--- src/rtl/if_prefetch_unit.sv ---
// Instruction-fetch stage: sequential PC generation, credit-limited imem requests,
// prefetch FIFO to decode, and redirect flush. Optional counters: IF_PREFETCH_PERF_EN.
module if_prefetch_unit #(
  parameter int                ADDR_W   = 16,
  parameter int                INSTR_W  = 16,
  parameter int                DEPTH    = 4,
  parameter logic [ADDR_W-1:0] RESET_PC = '0
) (
  input  logic               clk,
  input  logic               rst,
  output logic               imem_req_valid,
  input  logic               imem_req_ready,
  output logic [ADDR_W-1:0]  imem_req_addr,
  input  logic               imem_rsp_valid,
  input  logic [INSTR_W-1:0] imem_rsp_data,
  input  logic               redirect_valid,
  input  logic [ADDR_W-1:0]  redirect_pc,
  output logic               dec_valid,
  input  logic               dec_ready,
  output logic [INSTR_W-1:0] dec_instr,
  output logic [ADDR_W-1:0]  dec_pc
`ifdef IF_PREFETCH_PERF_EN
  ,
  output logic [31:0]        perf_fetched,
  output logic [31:0]        perf_dropped
`endif
);

  localparam int PW = $clog2(DEPTH);
  localparam int CW = PW + 1;
  localparam logic [CW-1:0] DEPTH_C = CW'(DEPTH);
  localparam logic [CW:0]   DEPTH_E = (CW+1)'(DEPTH);

  logic [ADDR_W-1:0]  pc_q, pc_d;
  logic [ADDR_W-1:0]  rsp_pc_q, rsp_pc_d;
  logic [CW-1:0]      count_q, count_d;
  logic [CW-1:0]      in_flight_q, in_flight_d;
  logic [CW-1:0]      drop_cnt_q, drop_cnt_d;
  logic [PW-1:0]      wr_ptr_q, wr_ptr_d;
  logic [PW-1:0]      rd_ptr_q, rd_ptr_d;

  logic [INSTR_W-1:0] instr_mem [DEPTH];
  logic [ADDR_W-1:0]  pc_mem    [DEPTH];

  logic [CW:0] credit_used;
  logic        accept;
  logic        push;
  logic        pop;
  logic        drop_rsp;

  // Responses still owed to a flushed stream do not hold FIFO credit.
  assign credit_used = {1'b0, count_q} + {1'b0, in_flight_q - drop_cnt_q};

  assign imem_req_valid = rst && !redirect_valid && (credit_used < DEPTH_E)
                          && (in_flight_q < DEPTH_C);
  assign imem_req_addr  = pc_q;
  assign accept         = imem_req_valid && imem_req_ready;

  assign drop_rsp = imem_rsp_valid && (redirect_valid || (drop_cnt_q != '0));
  assign push     = imem_rsp_valid && !redirect_valid && (drop_cnt_q == '0);

  assign dec_valid = (count_q != '0);
  assign pop       = dec_valid && dec_ready;
  assign dec_instr = dec_valid ? instr_mem[rd_ptr_q] : '0;
  assign dec_pc    = dec_valid ? pc_mem[rd_ptr_q]    : '0;

  always_comb begin
    pc_d        = pc_q;
    rsp_pc_d    = rsp_pc_q;
    count_d     = count_q;
    in_flight_d = in_flight_q;
    drop_cnt_d  = drop_cnt_q;
    wr_ptr_d    = wr_ptr_q;
    rd_ptr_d    = rd_ptr_q;
    if (redirect_valid) begin
      pc_d        = redirect_pc;
      rsp_pc_d    = redirect_pc;
      count_d     = '0;
      wr_ptr_d    = '0;
      rd_ptr_d    = '0;
      in_flight_d = in_flight_q - CW'(imem_rsp_valid);
      drop_cnt_d  = in_flight_q - CW'(imem_rsp_valid);
    end else begin
      if (accept) begin
        pc_d = pc_q + ADDR_W'(1);
      end
      in_flight_d = in_flight_q + CW'(accept) - CW'(imem_rsp_valid);
      if (imem_rsp_valid && (drop_cnt_q != '0)) begin
        drop_cnt_d = drop_cnt_q - CW'(1);
      end
      if (push) begin
        wr_ptr_d = wr_ptr_q + PW'(1);
        rsp_pc_d = rsp_pc_q + ADDR_W'(1);
      end
      if (pop) begin
        rd_ptr_d = rd_ptr_q + PW'(1);
      end
      count_d = count_q + CW'(push) - CW'(pop);
    end
  end

  always_ff @(posedge clk or negedge rst) begin
    if (!rst) begin
      pc_q        <= RESET_PC;
      rsp_pc_q    <= RESET_PC;
      count_q     <= '0;
      in_flight_q <= '0;
      drop_cnt_q  <= '0;
      wr_ptr_q    <= '0;
      rd_ptr_q    <= '0;
    end else begin
      pc_q        <= pc_d;
      rsp_pc_q    <= rsp_pc_d;
      count_q     <= count_d;
      in_flight_q <= in_flight_d;
      drop_cnt_q  <= drop_cnt_d;
      wr_ptr_q    <= wr_ptr_d;
      rd_ptr_q    <= rd_ptr_d;
    end
  end

  // Entry storage needs no reset: the head is masked while the FIFO is empty.
  always_ff @(posedge clk) begin
    if (push) begin
      instr_mem[wr_ptr_q] <= imem_rsp_data;
      pc_mem[wr_ptr_q]    <= rsp_pc_q;
    end
  end

`ifdef IF_PREFETCH_PERF_EN
  logic [31:0] perf_fetched_q, perf_fetched_d;
  logic [31:0] perf_dropped_q, perf_dropped_d;

  always_comb begin
    perf_fetched_d = perf_fetched_q + 32'(pop);
    perf_dropped_d = perf_dropped_q + 32'(drop_rsp);
  end

  always_ff @(posedge clk or negedge rst) begin
    if (!rst) begin
      perf_fetched_q <= '0;
      perf_dropped_q <= '0;
    end else begin
      perf_fetched_q <= perf_fetched_d;
      perf_dropped_q <= perf_dropped_d;
    end
  end

  assign perf_fetched = perf_fetched_q;
  assign perf_dropped = perf_dropped_q;
`else
  logic unused_drop;
  assign unused_drop = drop_rsp;
`endif

endmodule

--- config.mk ---
export PLATFORM = sky130hd
export DESIGN_NAME = if_prefetch_unit
export DESIGN_NICKNAME = d
export VERILOG_FILES = /design/src/rtl/if_prefetch_unit.sv
export SDC_FILE = /design/constraint.sdc
export NUM_CORES = 1
export LEC_CHECK = 0
export CAP_MARGIN = 20
export CORE_MARGIN = 2
export CORE_UTILIZATION = 55
export DETAILED_ROUTE_END_ITERATION = 10
export PLACE_DENSITY = 0.82
export SYNTH_ARGS = -nofsm -noshare
export SYNTH_HDL_FRONTEND = slang
export SYNTH_SLANG_ARGS = --single-unit
--- constraint.sdc ---
create_clock -name clk -period 4.15 [get_ports clk]
set_input_delay 0.83 -clock clk [delete_from_list [all_inputs] [get_ports clk]]
set_output_delay 0.83 -clock clk [all_outputs]
set_load 0.005 [all_outputs]
==> results.py, run 1 <==
metrics = {
    "final_layout": {
        "multi_input_area_um2": 2440,
        "stdcell_area_um2": 9190,
        "layout.nets": 652,
        "syn2layout_area_growth_pct": 21.2,
        "nFillCells": 883,
        "diodes": 0,
        "drive_above_1_share_pct": 13.2,
        "post-route-util_pct": 68.9,
        "instances_no_fill": 783,
        "seqCellArea_um2": 4970,
    },
    "floorplanning": {
        "die_w_um": 121,
        "row_count": 42,
        "start_util_pct": 56.8,
        "die_h_um": 121,
        "core_region_area_um2": 13300,
        "ioPinCount": 88,
        "die-area_um2": 14700,
    },
    "place": {
        "place_hpwl_um": 9360,
        "place.gp.congestion": 0.897,
        "dp.cells": 751,
        "place_ws_ns": 0.564,
        "io_buffers": 87,
        "post_dp_cell_area_um2": 8640,
    },
    "yosys": {
        "syn_inst": 506,
        "avgSynthCellArea_um2": 15.0,
        "synth-edff-count": 128,
        "synth_commonest_cells": "edfxtp_1 (128), dfrtp_1 (45), and2_1 (33), mux4_2 (32), nand2_1 (31)",
        "synthesis.nets": 564,
        "yosysUniqueCellTypes": 50,
        "synth_most_common_cell": "edfxtp_1",
        "synth_area_leaders": "edfxtp_1 (51%), dfrtp_1 (15%), mux4_2 (9.5%), ha_1 (2.8%), and2_1 (2.7%)",
        "seq_area_frac_synth_pct": 65.5,
        "yosysTopAreaCellShare_pct": 50.7,
        "synthFlopType": "edfxtp_1",
        "ys_seq_elements": 173,
        "synth_top_cell_by_area": "edfxtp_1",
        "synthArstFlopShare_pct": 26.0,
        "ys_warn_count": 0,
        "netlist_area_um2": 7580,
    },
    "worst_setup_path": {
        "r2r_setup_slack_ns": 0.57,
        "path_class": "register to output pin",
        "end_kind": "output pin",
        "worstRegToRegCells": 16,
        "critical_path.max_stage_delay_ns": 0.50,
        "required_ns": 3.32,
        "worstSetupStartpoint": "in_flight_q[0]",
        "startpoint_type": "register",
        "endpoint": "imem_req_valid",
        "arrival_ns": 2.80,
        "worstReg2RegEnd": "in_flight_q[2]",
        "cp_max_fo": 3,
        "reg2reg_from": "in_flight_q[0]",
        "path_cells": "inv_1 > ha_1 > inv_1 > fa_1 > xnor2_1 > ha_1 > nor4_2 > and3_1 > clkdlybuf4s50_1",
        "slowest_stage": "clkdlybuf4s50_1",
    },
    "sta": {
        "min_period_ns": 3.63,
        "rsz0062_at_grt": "false",
        "slew_violations": 0,
        "whs_ns": 0.554,
        "max_clock_freq_mhz": 275,
        "worstMarginPinSlew_ns": 0.984,
        "min_period_over_period_pct": 87.6,
        "skew_ns": 0.00910,
        "setup_viol": 0,
        "relSlewSlack_pct": 34.4,
        "setup_slack_ns": 0.517,
        "hold_viol_final": 0,
        "tns_ns": 0,
    },
    "cts": {
        "post_cts_buffers": 0,
        "htree_levels": 4,
        "clk_pin_slew_ns": 0.07,
        "numCtsBuffers": 17,
        "cts-root-buf": "clkbuf_16",
        "postCtsResizedCells": 0,
        "clockBufferDepth": 2,
        "hold_buffers": 0,
        "cts_tree": "built",
        "cts.sinks": 173,
        "clock_latency_ns": 0.42,
    },
    "route": {
        "first_pass_iters": 5,
        "post-route-drc-count": 0,
        "via_per_inst": 5.91,
        "drtIter0Drc": 453,
        "finalWirelength_um": 15100,
        "vias": 4628,
        "ant_nets": 0,
        "wl_per_cell_um": 19.3,
    },
    "power_and_ir_drop": {
        "power_mw": 5.13,
        "power_density_nw_per_um2": 558,
        "ir_drop_mv": 0.299,
        "leakage_nw": 3.20,
    },
    "global_routing": {
        "grt_first_pass_wirelength_um": 24400,
        "grt-ovfl-total": 0,
        "track_usage_pct": 22.0,
        "antenna_found_initial": 0,
        "grt_max_degree": 46,
        "grt_pass1_vias": 4715,
    },
    "outcome": {
        "outcome": "completed",
    },
    "worst_hold_path": {
        "hp-class": "input pin to async pin",
    },
    "flow_run": {
        "max_cap_violations": 0,
    },
}
==> worst min path at each step <==
stage | to | slack [ns] | cells after the start
2_1_floorplan | pc_mem[0][15] | 0.49 | 0
3_3_place_gp | pc_mem[2][15] | 0.53 | 0
3_5_place_dp | imem_req_addr[15] | 0.53 | 1
4_1_cts | imem_req_addr[15] | 0.56 | 1
5_1_grt | imem_req_addr[15] | 0.60 | 2
6_report | imem_req_addr[5] | 0.55 | 2
==> cell type report <==
class	instances	share of cell area, %
flip-flops and latches	173	54.1
multi-input cells	286	26.5
well taps	176	2.40
clock inverters	14	1.32
inverters	22	0.898
repair buffers	94	10.1
clock buffers	18	4.67
==> power by group <==
part | switching [mW] | internal [mW] | leakage [nW]
Sequential | 0.160 | 2.00 | 1.69
Combinational | 0.635 | 0.872 | 1.24
Clock | 0.643 | 0.824 | 0.259
Total | 1.44 | 3.70 | 3.20
==> state kept, by name, indices dropped and copies added, names as in the netlist <==
| name | flops |
|---|---|
| rsp_pc_q | 16 |
| instr_mem | 64 |
| count_q | 3 |
| rd_ptr_q | 2 |
| wr_ptr_q | 2 |
| in_flight_q | 3 |
| drop_cnt_q | 3 |
| pc_mem | 64 |
| imem_req_addr | 16 |
==> critical path, delay by kind of cell, from the launching register on <==
| kind | cells | cell delay (ns) |
|---|---|---|
| buffers and inverters | 3 | 0.62 |
| AND/OR/NAND/NOR | 2 | 0.43 |
| adder cells (fa/ha/maj) | 3 | 0.77 |
| XOR/XNOR | 1 | 0.18 |
| flip-flops | 1 | 0.39 |
==> per-layer routing <==
metal	GRT usage (%)	part of all wire [%]	vias up
met5	0	0	-
met4	5.39	0.83	0
met3	5.36	6.1	13
met2	36.5	50	186
met1	29.6	43	2321
li1	-	-	2108
==> cells by family (layout without fill, tap and decap cells) <==
| group | Yosys count | count (layout) | synth area share, % |
|---|---|---|---|
| simple gates | 150 | 150 | 10.8 |
| compound gates | 61 | 61 | 5.43 |
| xor+xnor | 20 | 20 | 2.31 |
| fa+ha+maj | 20 | 20 | 3.60 |
| mux | 35 | 35 | 9.91 |
| buf+inv | 47 | 148 | 2.39 |
| flops | 173 | 173 | 65.5 |
==> placed cells by master (no fill, tap or decap), types with 9 or more instances in the layout <==
cell               n
a21oi_1           10
a31oi_1            9
and2_1            33
clkbuf_16         17
clkdlybuf4s50_1   86
dfrtp_1           44
edfxtp_1         128
ha_1              17
inv_1             21
mux4_2            32
nand2_1           31
nand3_1           16
nor2_1            16
nor4_1             9
o21ai_0           15
xnor2_1           12
(Power assumes the default switching activity.)
==> run 2: changes to the inputs <==
--- a/config.mk
+++ b/config.mk
@@ -8,6 +8,7 @@
 export CAP_MARGIN = 20
 export CORE_MARGIN = 2
 export CORE_UTILIZATION = 55
+export CTS_BUF_LIST = sky130_fd_sc_hd__clkbuf_4
 export DETAILED_ROUTE_END_ITERATION = 10
 export PLACE_DENSITY = 0.82
 export SYNTH_ARGS = -nofsm -noshare
==> run 2 against run 1 <==
  * Non-clock buffer count did not move
  * Clock skew rose by 0.014 ns
  * Combinational power barely moved
  * Cell count did not move
  * Sequential power barely moved
  * Register-to-register slack barely moved
  * Die area did not move
  * Cell area fell by 3.2%
  * Wire length fell by 4.8%
  * Sequential share of layout area rose by 1.8 points
  * Critical endpoint unchanged
  * Largest power group unchanged
  * Highest routed layer unchanged
==> results.py, run 2 (synthesized netlist as in run 1, its figures left out) <==
metrics = {
    "final_layout": {
        "seqCellArea_um2": 4970,
        "diodes": 0,
        "instances_no_fill": 783,
        "drive_above_1_share_pct": 13.3,
        "final_cell_mix": "edfxtp_1 (128), clkdlybuf4s50_1 (86), dfrtp_1 (44), and2_1 (33), mux4_2 (32)",
        "layout.nets": 652,
        "top_regs": "instr_mem x64, pc_mem x64",
        "final_common_cell": "edfxtp_1",
        "syn2layout_area_growth_pct": 17.3,
        "nFillCells": 928,
        "multi_input_area_um2": 2440,
    },
    "worst_setup_path": {
        "startpoint_type": "register",
        "required_ns": 3.32,
        "critical_path.max_stage_delay_ns": 0.50,
        "path_class": "register to output pin",
        "slowest_stage": "clkdlybuf4s50_1",
        "worstRegToRegCells": 16,
        "path_cells": "inv_1 > ha_1 > inv_1 > fa_1 > xnor2_1 > ha_1 > nor4_2 > and3_1 > clkdlybuf4s50_1",
        "cp_max_fo": 3,
        "arrival_ns": 2.96,
        "end_kind": "output pin",
    },
    "sta": {
        "min_period_ns": 3.79,
        "tns_ns": 0,
        "min_period_over_period_pct": 91.4,
        "rsz0062_at_grt": "false",
        "setup_slack_ns": 0.357,
        "setup_viol": 0,
        "slew_violations": 0,
        "skew_ns": 0.0231,
        "max_clock_freq_mhz": 264,
        "hold_viol_final": 0,
        "relSlewSlack_pct": 34.1,
        "worstMarginPinSlew_ns": 0.988,
    },
    "route": {
        "vias": 4524,
        "first_pass_iters": 5,
        "drtIter0Drc": 364,
        "via_per_inst": 5.78,
        "finalWirelength_um": 14400,
        "post-route-drc-count": 0,
        "wl_per_cell_um": 18.4,
        "ant_nets": 0,
    },
    "global_routing": {
        "track_usage_pct": 20.9,
        "grt_first_pass_wirelength_um": 23200,
        "grt_pass1_vias": 4567,
        "grt_max_degree": 46,
        "grt-ovfl-total": 0,
        "antenna_found_initial": 0,
    },
    "floorplanning": {
        "start_util_pct": 56.8,
        "die_h_um": 121,
        "row_count": 42,
        "ioPinCount": 88,
        "die-area_um2": 14700,
        "die_w_um": 121,
        "core_region_area_um2": 13300,
    },
    "place": {
        "dp.cells": 751,
        "place.gp.congestion": 0.897,
        "place_hpwl_um": 9360,
        "place_ws_ns": 0.564,
        "io_buffers": 87,
    },
    "worst_hold_path": {
        "hp-class": "input pin to async pin",
    },
    "power_and_ir_drop": {
        "leakage_nw": 3.07,
        "power_density_nw_per_um2": 508,
        "ir_drop_mv": 0.251,
    },
    "cts": {
        "clock_latency_ns": 0.56,
        "numCtsBuffers": 17,
        "cts.sinks": 173,
        "htree_levels": 4,
        "post_cts_buffers": 0,
        "hold_buffers": 0,
        "cts_tree": "built",
        "postCtsResizedCells": 0,
        "clockBufferDepth": 2,
        "cts-root-buf": "clkbuf_4",
        "clk_pin_slew_ns": 0.15,
    },
    "outcome": {
        "outcome": "completed",
    },
    "flow_run": {
        "max_cap_violations": 0,
    },
}
[run 2: layout make-up]
| type | count | area share (%) |
|---|---|---|
| Sequential cell | 173 | 55.9 |
| Timing Repair Buffer | 94 | 10.5 |
| Inverter | 22 | 0.928 |
| Tap cell | 176 | 2.47 |
| Multi-Input combinational cell | 286 | 27.4 |
| Clock buffer | 18 | 1.52 |
| Clock inverter | 14 | 1.36 |
[run 2: path summary, 6_finish.rpt]
path                                     end  slack (ns)              start
setup / recovery              imem_req_valid        0.36     in_flight_q[0]
hold / removal             imem_req_addr[14]        0.41                rst
setup reg to reg              in_flight_q[2]        0.56     in_flight_q[0]
hold reg to reg            imem_req_addr[15]        0.58  imem_req_addr[15]
max in group asynchronous        rd_ptr_q[0]        3.30                rst
min in group clk           imem_req_addr[15]        0.58  imem_req_addr[15]
[run 2: critical path, delay by kind of cell (launching register included)]
family                   cells  cell delay [ns]
XOR/XNOR                     1             0.18
adder cells (fa/ha/maj)      3             0.77
buffers and inverters        3             0.62
flip-flops                   1             0.41
AND/OR/NAND/NOR              2             0.42
[run 2: power by group]
part | switching [mW] | leakage [nW] | internal [mW] | total [mW]
logic | 0.625 | 1.24 | 0.871 | 1.50
clock network | 0.567 | 0.132 | 0.303 | 0.870
registers | 0.159 | 1.69 | 2.00 | 2.15
[run 2: metal layers]
layer | track usage [%] | up-vias | routed length (um)
li1 | - | 2105 | -
met5 | 0 | - | 0
met2 | 33.6 | 157 | 6920
met1 | 29.1 | 2246 | 6460
met3 | 4.04 | 16 | 779
met4 | 7.11 | 0 | 228
[run 2: stage by stage]
| stage | util, % | cell area (um^2) | hold slack (ns) | total power [mW] |
|---|---|---|---|---|
| 6_report | 66.7 | 8900 | 0.406 | 4.52 |
| 5_1_grt | 66.7 | 8900 | 0.414 | 4.81 |
| 4_1_cts | 66.7 | 8900 | 0.397 | 4.57 |
| 3_5_place_dp | 64.8 | 8640 | 0.531 | 3.71 |
| 3_3_place_gp | 64.8 | 8640 | 0.530 | 3.66 |
| 2_1_floorplan | - | 7580 | 0.489 | 3.03 |
